## src/rtl/mdio_master.sv

```systemverilog
// rtl/mdio_master.sv - Clause-22 MDIO master; optional macro MDIO_PREAMBLE_SUPPRESS_EN adds req_no_preamble
module mdio_master #(
  parameter int CLK_DIV = 25
) (
  input  logic        clock,
  input  logic        reset,
  input  logic        req_valid,
  output logic        req_ready,
  input  logic        req_write,
  input  logic [4:0]  req_phy_addr,
  input  logic [4:0]  req_reg_addr,
  input  logic [15:0] req_wdata,
`ifdef MDIO_PREAMBLE_SUPPRESS_EN
  input  logic        req_no_preamble,
`endif
  output logic        resp_valid,
  output logic [15:0] resp_rdata,
  output logic        resp_err,
  output logic        mdc,
  output logic        mdio_out,
  output logic        mdio_oe,
  input  logic        mdio_in
);

  typedef enum logic {IDLE, SHIFT} state_t;

  localparam logic [7:0] DIV_LAST = 8'(CLK_DIV - 1);
  // Bit indices are absolute frame positions; a preamble-less frame starts at 32.
  localparam logic [5:0] BIT_ST   = 6'd32;
  localparam logic [5:0] BIT_TA1  = 6'd46;
  localparam logic [5:0] BIT_TA2  = 6'd47;
  localparam logic [5:0] BIT_DATA = 6'd48;
  localparam logic [5:0] BIT_LAST = 6'd63;

  state_t      state_q;
  logic [7:0]  div_q;
  logic [5:0]  bit_q;
  logic [63:0] sr_q;
  logic        write_q;
  logic        mdc_q;
  logic        mdio_oe_q;
  logic        resp_valid_q;
  logic [15:0] resp_rdata_q;
  logic        resp_err_q;
  logic [15:0] rx_q;
  logic        rx_err_q;
  logic        sync1_q;
  logic        sync2_q;

  logic        no_pre;
  logic        accept;
  logic [63:0] frame_full;
  logic [63:0] frame_d;
  logic [5:0]  bit_d;

`ifdef MDIO_PREAMBLE_SUPPRESS_EN
  assign no_pre = req_no_preamble;
`else
  assign no_pre = 1'b0;
`endif

  assign req_ready  = (state_q == IDLE) && !reset;
  assign accept     = req_valid && req_ready;
  assign bit_d      = bit_q + 6'd1;

  assign resp_valid = resp_valid_q;
  assign resp_rdata = resp_rdata_q;
  assign resp_err   = resp_err_q;
  assign mdc        = mdc_q;
  assign mdio_out   = sr_q[63];
  assign mdio_oe    = mdio_oe_q;

  // Frame image; released read bits (TA and DATA) are loaded as ones so mdio_out idles high.
  always_comb begin
    frame_full = {32'hFFFF_FFFF, 2'b01, (req_write ? 2'b01 : 2'b10),
                  req_phy_addr, req_reg_addr,
                  (req_write ? {2'b10, req_wdata} : 18'h3FFFF)};
    frame_d    = no_pre ? {frame_full[31:0], 32'hFFFF_FFFF} : frame_full;
  end

  // Two-flop synchronizer for the asynchronous pad readback.
  always_ff @(posedge clock) begin
    if (reset) begin
      sync1_q <= 1'b0;
      sync2_q <= 1'b0;
    end else begin
      sync1_q <= mdio_in;
      sync2_q <= sync1_q;
    end
  end

  // Frame sequencer: divider, bit counter, shift register, sampling and completion.
  always_ff @(posedge clock) begin
    if (reset) begin
      state_q      <= IDLE;
      div_q        <= 8'd0;
      bit_q        <= 6'd0;
      sr_q         <= 64'd0;
      write_q      <= 1'b0;
      mdc_q        <= 1'b0;
      mdio_oe_q    <= 1'b0;
      resp_valid_q <= 1'b0;
      resp_rdata_q <= 16'd0;
      resp_err_q   <= 1'b0;
      rx_q         <= 16'd0;
      rx_err_q     <= 1'b0;
    end else begin
      resp_valid_q <= 1'b0;
      case (state_q)
        IDLE: begin
          div_q <= 8'd0;
          bit_q <= 6'd0;
          if (accept) begin
            state_q   <= SHIFT;
            sr_q      <= frame_d;
            write_q   <= req_write;
            bit_q     <= no_pre ? BIT_ST : 6'd0;
            mdc_q     <= 1'b0;
            mdio_oe_q <= 1'b1;
          end
        end
        SHIFT: begin
          if (div_q == DIV_LAST) begin
            div_q <= 8'd0;
            if (!mdc_q) begin
              // Rising MDC: sample the synchronized pad for read frames.
              mdc_q <= 1'b1;
              if (!write_q && bit_q == BIT_TA2) rx_err_q <= sync2_q;
              if (!write_q && bit_q >= BIT_DATA) rx_q <= {rx_q[14:0], sync2_q};
            end else if (bit_q == BIT_LAST) begin
              state_q      <= IDLE;
              bit_q        <= 6'd0;
              mdc_q        <= 1'b0;
              mdio_oe_q    <= 1'b0;
              sr_q         <= 64'd0;
              resp_valid_q <= 1'b1;
              resp_rdata_q <= write_q ? 16'd0 : rx_q;
              resp_err_q   <= write_q ? 1'b0 : rx_err_q;
            end else begin
              // Falling MDC: start of the next bit.
              mdc_q     <= 1'b0;
              bit_q     <= bit_d;
              sr_q      <= {sr_q[62:0], 1'b0};
              mdio_oe_q <= write_q || (bit_d < BIT_TA1);
            end
          end else begin
            div_q <= div_q + 8'd1;
          end
        end
        default: state_q <= IDLE;
      endcase
    end
  end

endmodule

```

## config.mk

```make
export PLATFORM = sky130hd
export DESIGN_NAME = mdio_master
export DESIGN_NICKNAME = d
export VERILOG_FILES = /design/src/rtl/mdio_master.sv
export SDC_FILE = /design/constraint.sdc
export NUM_CORES = 1
export LEC_CHECK = 0
export CAP_MARGIN = 20
export CORE_AREA = 2 2 108 110
export DETAILED_ROUTE_END_ITERATION = 10
export DIE_AREA = 0 0 110 112
export SLEW_MARGIN = 20
export SYNTH_ARGS = -nofsm -noshare
export SYNTH_HDL_FRONTEND = slang
export SYNTH_SLANG_ARGS = --single-unit
```

## constraint.sdc

```tcl
create_clock -name clock -period 3.9 [get_ports clock]
set_clock_uncertainty 0.1 [all_clocks]
set_input_delay 0.585 -clock clock [delete_from_list [all_inputs] [get_ports clock]]
set_output_delay 0.585 -clock clock [all_outputs]
set_load 0.02 [all_outputs]
```

[After elaboration in Yosys (flattened, before gate mapping)]
Cells that the tools add are included.
Operators by class
  $add $sub $neg: 2
  $mul: 0
  divide/modulo/power cells: 0
  order comparisons: 2
  eq/ne operators: 6
  shift operators: 0
  multiplexer cells: 30
  bitwise logic cells: 3
  reduce and logical (&&, ||, !) cells: 15
Operators by type and width (number)
  64-bit 2-to-1 mux: 4
  64-bit case mux with 2 select lines: 1
  6-bit 2-to-1 mux: 3
  17-bit 2-to-1 mux: 1
  16-bit 2-to-1 mux: 1
  8-bit case mux with 2 select lines: 1
  1-bit 2-to-1 mux: 13
  6-bit equality test, second input constant: 2
  6-bit case mux with 2 select lines: 1
  4-bit AND reduction: 3
  8-bit by 1-bit adder with 8-bit output, second input constant: 1
  8-bit by 5-bit equality test with 1-bit output, second input constant: 1
  8-bit 2-to-1 mux: 1
  6-bit by 1-bit adder with 6-bit output, second input constant: 1
  6-bit greater-or-equal comparator, second input constant: 1
  6-bit less-than comparator, second input constant: 1
  1-bit case mux with 2 select lines: 3
  2-bit AND reduction: 3
  1-bit logical AND: 4
  2-bit by 1-bit != test with 1-bit output, second input constant: 2
  4-bit OR reduction: 1
  1-bit NOT: 3
  3-bit AND reduction: 1
  1-bit logical NOT: 2
  3 further kinds: 3
Word-level totals
  register bits after elaboration: 119
  latch bits: 0
  memory bits (writable): 0
  bits in read-only memories: 0
  bits of input ports: 31
  output and inout bits: 22
  word-level logic and storage cells: 72
  memories kept: 0

[Logic depth before layout (Yosys ltp)]
  depth after elaboration: 7
  gate-level depth with buffers: 9
  mapped depth without buffers: 7

[Worst setup path after synthesis]
Ideal clock, no wire load.
  kind: in2reg
  from: input reset
  to: register sr_q[15]
  library setup time: 0.071 ns
  arrival: 1.861 ns
  required time: 3.729 ns
  path slack: 1.868 ns
  stages: 7
  path buffers: 2
  path through: clkbuf_1 -> nor2_1 -> nand2_1 -> clkbuf_1 -> a21oi_1 -> o221ai_1 -> a21oi_1
On the way
  cells in the longest elaborated chain, start to end: 5
Ends and longest elaborated chain
  from (decl): line 6  | input logic reset,
  1-bit logical NOT: line 62  | assign req_ready = (state_q == IDLE) && !reset;
  1-bit logical AND: line 62
  named net req_ready: line 8  | output logic req_ready,
  1-bit logical AND: line 63  | assign accept = req_valid && req_ready;
  2-bit != test (no line)
  3-bit AND reduction (no line)
  to (signal assigned): line 115  | sr_q <= frame_d;
  to (signal assigned): line 143  | sr_q <= {sr_q[62:0], 1'b0};
  to (decl): line 38  | logic [63:0] sr_q;
The timed path passes the listed nets, and every way through them passes these cells.
A chain may end at the register's enable or synchronous reset.

[Final worst setup path]
  from: register bit_q[0]
  to: register resp_rdata_q[1] (netlist: resp_rdata[1])
On the way
  cells in the longest elaborated chain, start to end: 2
Ends and longest elaborated chain
  from (decl): line 37  | logic [5:0] bit_q;
  from (signal assigned): line 117  | bit_q <= no_pre ? BIT_ST : 6'd0;
  from (signal assigned): line 142  | bit_q <= bit_d;
  6-bit equality test: line 130  | end else if (bit_q == BIT_LAST) begin
  4-bit AND reduction (no line)
  to (signal assigned): line 137  | resp_rdata_q <= write_q ? 16'd0 : rx_q;
  to (decl): line 43  | logic [15:0] resp_rdata_q;
Every way passes these cells.

==> flow_summary.json <==
{
  "clk_pin_slew_ns": 0.05,
  "cts_max_path_buffers": 2,
  "drc": 0,
  "root_buffer": "clkbuf_16",
  "cp_top_family": "simple AND/OR/NAND/NOR gates",
  "fin_crit_sh": 0.683,
  "design.portCount": 53,
  "clock_power_share": 0.530,
  "syn_area_um2": 4920,
  "nets": 650,
  "rsz0062_at_grt": "no",
  "initial_core_util": 0.440,
  "yosysTopAreaCellShare": 0.484,
  "grt_max_degree": 68,
  "dieWidth_um": 110,
  "synth_area_per_cell_um2": 8.40,
  "grt_pass1_wl_mm": 17.3,
  "path_max_fanout": 25,
  "synthCells": 586,
  "dieHeight_um": 112,
  "end_kind": "register",
  "swShare": 0.218,
  "cts_made_buffers": 17,
  "worst_path_largest_cell_delay_ns": 0.73,
  "pwr-share-seq": 0.416,
  "ys_seq_area_frac": 0.484,
  "worstSetupPathDepth": 6,
  "start_kind": "register",
  "gp_congestion": 0.775,
  "hold_class": "register to register",
  "synth-main-ff-cell": "dfxtp_1",
  "timing.setup.critical_path_class": "register to register",
  "rr_worst_depth": 6,
  "final-hold-violation-count": 0,
  "globalRouteOverflowTotal": 0,
  "grtUsageTotal": 0.177,
  "port_buffers": 52,
  "numClockSinks": 119,
  "cts_tree": "built",
  "p_comb_frac": 0.053,
  "antenna_found_initial": 0,
  "cpMaxStageDelayCell": "or2_2",
  "hold_slack_ns": 0.341,
  "num_antenna_cells": 0,
  "whs_path_depth": 1,
  "p_switching_uw": 672,
  "yosysMostFrequentCell": "dfxtp_1",
  "post-cts-setup-buffers": 0,
  "die_area_um2": 12300,
  "first_pass_iters": 4,
  "cp.required_ns": 4.06,
  "synth_edf_count": 0,
  "power.total_mw": 3.08,
  "ir_drop_mv": 0.249,
  "maxCapViolations": 0,
  "ant_nets": 0,
  "postCtsHoldBufs": 0,
  "routed_via_density": 5.24,
  "drv_slew": 0,
  "placementRows": 39,
  "utilization": 0.544,
  "areaGrowthSynthToFinish_pct": 23.5,
  "setup_tns_ns": 0,
  "vias": 4048,
  "status": "completed",
  "ys_ff_latch": 119,
  "arrival_ns": 2.82,
  "yosysTopAreaCell": "dfxtp_1",
  "cts_max_level": 4,
  "fmax_mhz": 375,
  "drt-initial-drc-count": 175,
  "dp_hpwl_mm": 6.36,
  "ys_async_sr_fraction": 0,
  "insertion_delay_ns": 0.41,
  "internal_power_mw": 2.41,
  "core-area_um2": 11200,
  "grt_pass1_vias": 3781,
  "synthTopCellsByCount": "119 x dfxtp_1, 86 x nor2_1, 85 x a21oi_1",
  "power-per-cell-area_nw_per_um2": 506,
  "ys_types": 46,
  "ys_warn_count": 0,
  "leakage_nw": 2.33,
  "worst_pin_slew_ns": 0.896,
  "path_buf_inv": 0,
  "synth_area_leaders": "dfxtp_1 48%, a21oi_1 8.6%, nor2_1 6.6%, nor3_1 5.1%, mux2i_1 3.7%",
  "min_period_ns": 2.67,
  "drive_above_1_share": 0.0747,
  "setup_viol": 0,
  "post_cts_resize_count": 0,
  "wirelength_mm": 10.4,
  "synth_nets": 620,
  "routedWlPerCell_um": 13.4,
  "crit_chain": "ha_1 > and3_1 > nand3_1 > or2_2 > nand2_1 > a21oi_1",
  "slew_headroom": 0.403
}
-- state kept, by name, summed over array words and instances, names as in the netlist, 6 cells and up --
name,cells
sr_q,64
resp_rdata,16
rx_q,16
div_q,8
bit_q,6
-- per-layer routing --
metal	GRT usage	share of wire
met5	0	0
met1	0.223	0.48
met2	0.279	0.47
met3	0.0498	0.038
met4	0.0793	0.014
-- power groups by stage --
stage	Sequential [mW]	Clock, mW	Combinational [mW]
6_report	1.28	1.63	0.163
5_1_grt	1.29	1.73	0.183
4_1_cts	1.28	1.66	0.165
3_5_place_dp	1.31	0	0.165
3_3_place_gp	1.31	0	0.161
2_1_floorplan	1.30	0	0.114
-- layout make-up --
class                   count  area (µm²)
inverters                  23        86.3
clock buffers              18         429
multi-input cells         396        2230
fillers                  1039        5090
repair buffers             59         571
well taps                 143         179
clock inverters            14         198
flip-flops and latches    119        2380
-- cell families (layout without fill, tap and decap cells) --
logic type,Yosys count,count (layout),synth area share
adder cells (fa/ha/maj),3,3,0.00763
buffers and inverters,71,114,0.0618
XOR/XNOR,9,9,0.0160
multiplexers,18,18,0.0366
AO/OA/AOI/OAI,127,127,0.159
flip-flops,119,119,0.484
AND/OR/NAND/NOR,239,239,0.235
-- layout by cell type (no fill, tap or decap), drive strengths merged, types with 4 or more instances in the layout --
master / count
a211oi: 11
o21ai: 4
nor2b: 4
nor3: 51
o221ai: 15
nor2: 87
bufinv: 4
clkbuf: 18
buf: 8
nand3b: 18
nand2: 38
inv: 26
clkinv: 5
and3: 13
clkdlybuf4s50: 51
a21oi: 85
mux2i: 18
xor2: 7
dfxtp: 119
nand3: 12
-- through the flow --
step	cell area (µm²)	cells	worst slack [ns]
after floorplan	4920	586	1.87
after global placement	5450	740	1.12
after detailed placement	5450	740	1.06
after CTS	6080	772	1.27
after global routing	6080	772	1.07
final	6080	772	1.23
-- worst paths after layout --
check / from / endpoint / slack [ns]
worst max register to register: bit_q[0] / resp_rdata[1] / 1.23
worst min register to register: sync1_q / sync2_q / 0.34
worst min-delay path: sync1_q / sync2_q / 0.34
worst max-delay path: bit_q[0] / resp_rdata[1] / 1.23
Power figures use the tool's default switching activity.
